==> src/rtl/vram_write_sched.sv <==
// Single write-port owner for the frame-buffer RAM: capture/OSD arbitration plus clear sweeps.
// Optional OSD port enabled by defining VRAM_OSD_EN; otherwise osd_ready is tied low.
module vram_write_sched #(
    parameter int   ADDR_W    = 18,
    parameter int   FB_WORDS  = 192000,
    parameter logic CLEAR_VAL = 1'b0
) (
    input  logic              dotclk,
    input  logic              reset,
    input  logic              cap_valid,
    input  logic [ADDR_W-1:0] cap_addr,
    input  logic              cap_data,
    input  logic              clear_req,
    input  logic              osd_valid,
    input  logic [ADDR_W-1:0] osd_addr,
    input  logic              osd_data,
    output logic              osd_ready,
    output logic              wren,
    output logic [ADDR_W-1:0] waddr,
    output logic              wdata,
    output logic              clear_busy,
    output logic              clear_done,
    output logic [15:0]       drop_count
);

    typedef enum logic [1:0] {
        ST_NORMAL = 2'd0,
        ST_CLEAR  = 2'd1,
        ST_DONE   = 2'd2
    } state_t;

    localparam logic [ADDR_W:0]   FB_LIMIT  = (ADDR_W+1)'(FB_WORDS);
    localparam logic [ADDR_W-1:0] LAST_ADDR = ADDR_W'(FB_WORDS - 1);

    state_t              state_q, state_d;
    logic [ADDR_W-1:0]   ctr_q, ctr_d;
    logic                wren_q, wren_d;
    logic [ADDR_W-1:0]   waddr_q, waddr_d;
    logic                wdata_q, wdata_d;
    logic                clear_done_q, clear_done_d;
    logic [15:0]         drop_q, drop_d;
    logic                drop_inc;
    logic                cap_in_range;
    logic                osd_in_range;

    assign cap_in_range = ({1'b0, cap_addr} < FB_LIMIT);
    assign osd_in_range = ({1'b0, osd_addr} < FB_LIMIT);

`ifdef VRAM_OSD_EN
    assign osd_ready = (state_q == ST_NORMAL) && !cap_valid;
`else
    logic osd_unused;
    assign osd_ready  = 1'b0;
    assign osd_unused = ^{osd_valid, osd_addr, osd_data, osd_in_range};
`endif

    always_comb begin
        state_d      = state_q;
        ctr_d        = ctr_q;
        wren_d       = 1'b0;
        waddr_d      = waddr_q;
        wdata_d      = wdata_q;
        drop_inc     = 1'b0;
        clear_done_d = (state_q == ST_DONE);

        case (state_q)
            ST_NORMAL: begin
                // A clear request steals the cycle from capture; that pixel counts as dropped.
                if (cap_valid) begin
                    if (clear_req || !cap_in_range) begin
                        drop_inc = 1'b1;
                    end else begin
                        wren_d  = 1'b1;
                        waddr_d = cap_addr;
                        wdata_d = cap_data;
                    end
                end else if (osd_valid && osd_ready && osd_in_range) begin
                    wren_d  = 1'b1;
                    waddr_d = osd_addr;
                    wdata_d = osd_data;
                end
                if (clear_req) begin
                    state_d = ST_CLEAR;
                    ctr_d   = '0;
                end
            end

            ST_CLEAR: begin
                wren_d   = 1'b1;
                waddr_d  = ctr_q;
                wdata_d  = CLEAR_VAL;
                drop_inc = cap_valid;
                // Retrigger wins over completion so a late request always gets a full sweep.
                if (clear_req) begin
                    ctr_d = '0;
                end else if (ctr_q == LAST_ADDR) begin
                    state_d = ST_DONE;
                    ctr_d   = '0;
                end else begin
                    ctr_d = ctr_q + 1'b1;
                end
            end

            ST_DONE: begin
                drop_inc = cap_valid;
                ctr_d    = '0;
                state_d  = clear_req ? ST_CLEAR : ST_NORMAL;
            end

            default: begin
                state_d = ST_NORMAL;
                ctr_d   = '0;
            end
        endcase

        drop_d = (drop_inc && (drop_q != 16'hFFFF)) ? drop_q + 16'd1 : drop_q;
    end

    always_ff @(posedge dotclk) begin
        if (reset) begin
            state_q      <= ST_NORMAL;
            ctr_q        <= '0;
            wren_q       <= 1'b0;
            waddr_q      <= '0;
            wdata_q      <= 1'b0;
            clear_done_q <= 1'b0;
            drop_q       <= '0;
        end else begin
            state_q      <= state_d;
            ctr_q        <= ctr_d;
            wren_q       <= wren_d;
            waddr_q      <= waddr_d;
            wdata_q      <= wdata_d;
            clear_done_q <= clear_done_d;
            drop_q       <= drop_d;
        end
    end

    assign wren       = wren_q;
    assign waddr      = waddr_q;
    assign wdata      = wdata_q;
    assign clear_busy = (state_q == ST_CLEAR);
    assign clear_done = clear_done_q;
    assign drop_count = drop_q;

endmodule
==> config.mk <==
export PLATFORM = sky130hd
export DESIGN_NAME = vram_write_sched
export DESIGN_NICKNAME = d
export VERILOG_FILES = /design/src/rtl/vram_write_sched.sv
export SDC_FILE = /design/constraint.sdc
export NUM_CORES = 1
export LEC_CHECK = 0
export BUFFER_PORTS_ARGS = -buffer_cell sky130_fd_sc_hd__buf_2
export CAP_MARGIN = 10
export CORE_MARGIN = 8
export CORE_UTILIZATION = 47
export DETAILED_ROUTE_END_ITERATION = 10
export GPL_TIMING_DRIVEN = 0
export PLACE_DENSITY = 0.76
export SYNTH_ARGS = -nofsm -noshare
export SYNTH_HDL_FRONTEND = slang
export SYNTH_SLANG_ARGS = --single-unit
==> constraint.sdc <==
create_clock -name dotclk -period 1.9 [get_ports dotclk]
set_input_delay 0.095 -clock dotclk [delete_from_list [all_inputs] [get_ports dotclk]]
set_output_delay 0.095 -clock dotclk [all_outputs]
set_load 0.02 [all_outputs]
# ---- Word level (Yosys, flattened, before mapping)
# Index checks and enable logic that the tools add are counted.
dict set report word_totals {
  word_cells 48
  inputBits 43
  reg_bits 57
  output_inout_bits 39
}
dict set report op_classes {
  muxes 21
  n_eq_ne 9
  magnitude_cmp 1
  addsub 2
  n_reduce_logical 8
}
# operator count
set op_table {}
lappend op_table {{$mux W18} 5}
lappend op_table {{$pmux W18 S2} 2}
lappend op_table {{$add A18 B1 Y18 const B} 1}
lappend op_table {{$eq A18 B18 Y1 const B} 1}
lappend op_table {{$lt A18 B18 Y1 const B} 1}
lappend op_table {{$add A16 B1 Y16 const B} 1}
lappend op_table {{$ne A16 B16 Y1 const B} 1}
lappend op_table {{$ne A2 B2 Y1 const B} 4}
lappend op_table {{$mux W1} 7}
lappend op_table {{$mux W2} 3}
lappend op_table {{$pmux W1 S2} 3}
lappend op_table {{$pmux W2 S3} 1}
lappend op_table {{$reduce_and A3 Y1} 2}
lappend op_table {{$eq A2 B1 Y1 const B} 1}
lappend op_table {{$eq A2 B2 Y1 const B} 1}
lappend op_table {{$logic_not A2 Y1} 1}
lappend op_table {{$ne A2 B1 Y1 const B} 1}
lappend op_table {{$reduce_bool A2 Y1} 1}
lappend op_table {{$reduce_or A2 Y1} 1}
lappend op_table {{$logic_and A1 B1 Y1} 1}
lappend op_table {{$logic_not A1 Y1} 1}
lappend op_table {{$logic_or A1 B1 Y1} 1}

# ---- Longest topological paths before layout
dict set report logic_depth {
  ltp_word 7
  ltp_mapped 10
  depth_no_buf 7
}

# ---- Least setup slack after synthesis
# No wires, ideal clock.
dict set report synth_timing {
  path_type {register to register}
  start {register ctr_q[0]}
  end {register ctr_q[10]}
  path_slack_ns -0.136
  stages_incl_launch_ff 8
  t_required_ns 1.783
  path_buffers 1
  setup_time_ns 0.117
  period_less_slack_ns 2.036
  arrival_time_ns 1.918
  path_cell_list {dfxtp_1 ha_1 nand2_1 or4b_2 o21ai_0 a21o_1 buf_2 nor2_1}
}
dict set report synth_between {
  elab_chain_cells 4
  elab_cells_between_ends 5
  cone_classes {1 x add/sub; 1 x eq/ne; 3 x mux}
}
# item line
set synth_rtl {}
lappend synth_rtl {{start: declaration} 36} ;# logic [ADDR_W-1:0] ctr_q, ctr_d;
lappend synth_rtl {{start signal: assignment} 130} ;# ctr_q <= ctr_d;
lappend synth_rtl {{$add A18 B1 Y18 / $eq A18 B18 Y1 (equally long branches)} {100, 96}}
lappend synth_rtl {{$mux W18 (*)} 96} ;# end else if (ctr_q == LAST_ADDR) begin
lappend synth_rtl {{$mux W18 (*)} 94} ;# if (clear_req) begin
lappend synth_rtl {{$pmux W18 S2 (*)} 66} ;# case (state_q)
# Mark *: on every way between the ends. The rest lies on a longest branch, timed or not.
# A chain may end at the register's enable or synchronous reset.

# ---- Worst setup path in the final report
dict set report layout_timing {
  start {register drop_q[5], in the netlist drop_count[5]}
  end {register drop_q[1], in the netlist drop_count[1]}
}
dict set report layout_between {
  elab_chain_cells 2
}
# item line
set layout_rtl {}
lappend layout_rtl {{start: declaration} 41} ;# logic [15:0] drop_q, drop_d;
lappend layout_rtl {{start signal: assignment} 135} ;# drop_q <= drop_d;
lappend layout_rtl {{$ne A16 B16 Y1} 116} ;# drop_d = (drop_inc && (drop_q != 16'hFFFF)) ? drop_q + 16'd1 : drop_q;
lappend layout_rtl {{$logic_and A1 B1 Y1} 116}
# Every way passes these cells.

==> flow_summary.yaml <==
power_and_ir_drop:
  p_seq_share_pct: 36.7
  power_mw: 3.68
  p_leak_nw: 1.44
  cellPowerDensity_nw_per_um2: 995
  power_frac_clock_pct: 34.9
  vdd_drop_max_v: 0.000389
  combPwrFrac_pct: 28.5
  internal-power_mw: 2.47
  switching_power_mw: 1.21
  power.share.switching_pct: 32.9
setup_path:
  r2r-start: "drop_count[5]"
  cp-start-kind: "flip-flop"
  cp.depth: 6
  crit_arrival_ps: 2120
  crit_required_ps: 2170
  crit_family: "simple AND/OR/NAND/NOR gates"
  cp_slowest_cell: "or4_4"
  reg2reg_setup_slack_ps: 50
  endpoint_kind: "flip-flop"
  r2r_end: "drop_count[1]"
  crit_chain: "nand4_1 -> or4_4 -> nand2_8 -> buf_4 -> o21ai_0 -> a21oi_1"
  crit_buf_inv: 1
  worst-path-max-fanout: 10
  slowest_delay_ps: 620
  critical_path_class: "reg2reg"
  r2r_cells: 6
synth:
  netlist_instances: 323
  yosys_warnings: 0
  avgSynthCellArea_um2: 8.67
  synth_area_um2: 2800
  yosysMostFrequentCell: "dfxtp_1"
  synth_top_cell_area_share_pct: 40.8
  async_reset_ff_share_pct: 0
  synthFlopType: "dfxtp_1"
  synth_area_leaders: "dfxtp_1 (41%), mux2i_1 (6.8%), nor2_1 (6.3%)"
  yosysTopAreaCell: "dfxtp_1"
  seq_area_frac_synth_pct: 40.8
  synth_cell_types: 44
  synthesis.nets: 372
  synth_seq_cells: 57
  synth_edf_count: 0
  synth_commonest_cells: "dfxtp_1 (57), nor2_1 (47), nand2_1 (21), mux2i_1 (19)"
timing:
  rsz0062_at_grt: "yes"
  hold_viol_final: 0
  timing.fmax_ghz: 0.539
  relSlewSlack_pct: 65.6
  slew_viol_final: 0
  fin_tns_setup_ps: 0
  worst_pin_slew_ps: 511
  finalSetupViolations: 0
  finalCritPeriodShare_pct: 97.6
  fin_skew_ps: 8.28
  hold_ws_ps: 46.7
  post-route-min-period_ps: 1850
hold_path:
  min_path_type: "in2reg"
  min_path_cells: 3
  min_to: "wdata"
  worstHoldStart: "cap_data"
clock_network:
  cts_made_buffers: 9
  clockBufferDepth: 2
  cts_tree: "built"
  ctsHoldBuffers: 0
  htreeDepth: 3
  clkLatencyLatePin_ps: 350
  clkTransAtPathRegs_ps: 70
  cts_root_buf: "clkbuf_8"
  cts.sinks: 57
floorplan:
  die_h_um: 93.2
  dieWidth_um: 93.2
  core.rowCount: 28
  start_util_pct: 47.8
  ios: 82
  core-area_um2: 5850
  die-area_um2: 8680
status:
  outcome: "finished, final reports clean"
final_layout:
  syn2layout_area_growth_pct: 32.2
  drive_gt1_share_pct: 34.4
  num_antenna_cells: 0
  fin_nets: 448
placed_design:
  hpwl_mm: 5.53
  gp_congestion: 0.894
  portBuffers: 59
detailed_routing:
  ant_nets: 0
  wire_per_inst_um: 16.9
  viasPerCell: 5.81
  vias: 2782
  routed_wl_mm: 8.12
  drt-initial-drc-count: 131
  firstDrtPassIters: 5
  route.detailed.drc: 0
global_routing:
  gr-total-overflow: 0
  track_usage_pct: 18.4
  antenna_found_initial: 0
  grt_max_degree: 11
  grt_pass1_vias: 2642
  grt_pass1_wl_mm: 12.8
job:
  cap_viol_max_count: 0
-- logic make-up after synthesis --
| family | count (synthesis) | share of synthesized area (%) |
|---|---|---|
| xor+xnor | 15 | 4.69 |
| mux | 23 | 8.40 |
| fa+ha+maj | 6 | 2.68 |
| simple gates | 135 | 24.6 |
| compound gates | 61 | 14.8 |
| other cells | 1 | 0.134 |
| buf+inv | 25 | 3.89 |
| flops | 57 | 40.8 |
-- cells in the final DEF, fill, tap and decap left out, types with 3 or more instances in the layout --
master / count
a211oi_1: 15
a211oi_2: 3
a21oi_1: 17
and3_1: 5
buf_2: 62
buf_4: 9
buf_6: 7
clkbuf_1: 6
clkbuf_8: 10
dfxtp_1: 45
dfxtp_2: 11
ha_1: 4
inv_1: 4
mux2_2: 4
mux2i_1: 19
nand2_1: 19
nand3_1: 12
nand4_1: 13
nor2_1: 45
nor2b_1: 5
nor3_1: 3
nor4_4: 4
o21ai_0: 4
o31ai_1: 7
or4_1: 7
xnor2_1: 3
xor2_1: 12
-- layout make-up --
cell class / count / area, µm²
fillers: 466 / 2150
multi-input cells: 241 / 1720
clock buffers: 11 / 141
plain buffers: 18 / 128
flip-flops and latches: 57 / 1160
clock inverters: 5 / 78.8
repair buffers: 66 / 355
inverters: 6 / 22.5
well taps: 75 / 93.8
-- worst max-delay path by stage --
stage | start | end | slack, ps
floorplan | drop_count[6] | drop_count[0] | 0.4
global placement | state_q[0] | waddr[17] | -300
detailed placement | state_q[0] | waddr[10] | -370
CTS | state_q[0] | drop_count[5] | -30
global route | drop_count[5] | drop_count[1] | -60
finish | drop_count[5] | drop_count[1] | 50
-- tightest hold or removal path, cell delays in order --
cell and delay [ps]:
buf_2 100, nand4_1 80, a21oi_1 60
-- registers in the layout (all words and copies together) (netlist names) --
| register | cells |
|---|---|
| wdata | 1 |
| waddr | 18 |
| clear_done | 1 |
| wren | 1 |
| state_q | 2 |
| drop_count | 16 |
| ctr_q | 18 |
-- layer usage --
metal	part of all wire (%)	vias to the layer above	GRT usage, %
met2	48	110	29.3
met3	8.1	17	5.05
met1	42	1320	22.2
met5	0	-	0
met4	1.8	0	9.13
li1	-	1335	-
-- what timing repair did --
| item | in CTS | in global routing |
|---|---|---|
| setup endpoints to repair | 53 | 45 |
| buffers inserted | 3 | 3 |
| gates cloned | 1 | 0 |
| pin swaps | 3 | 5 |
| gates resized for setup | 30 | 39 |
| endpoints found under the hold margin | 0 | 0 |
-- metrics by stage --
stage          cell area (µm²)  worst slack [ps]  instances  util [%]
2_1_floorplan             2820             0.441        323         -
3_3_place_gp              3210              -302        457      54.8
3_5_place_dp              3210              -365        457      54.8
4_1_cts                   3540             -29.1        476      60.5
5_1_grt                   3700             -58.8        479      63.2
6_report                  3700              46.0        479      63.2
-- power by group through the flow --
stage	combinational (mW)	sequential, mW	clock [mW]
after CTS	0.937	1.35	1.29
final	1.05	1.35	1.28
after floorplan	0.516	1.47	0
after global routing	1.13	1.36	1.36
after global placement	0.867	1.37	0
after detailed placement	0.877	1.37	0
No activity file was read; power rests on OpenSTA's default activity.
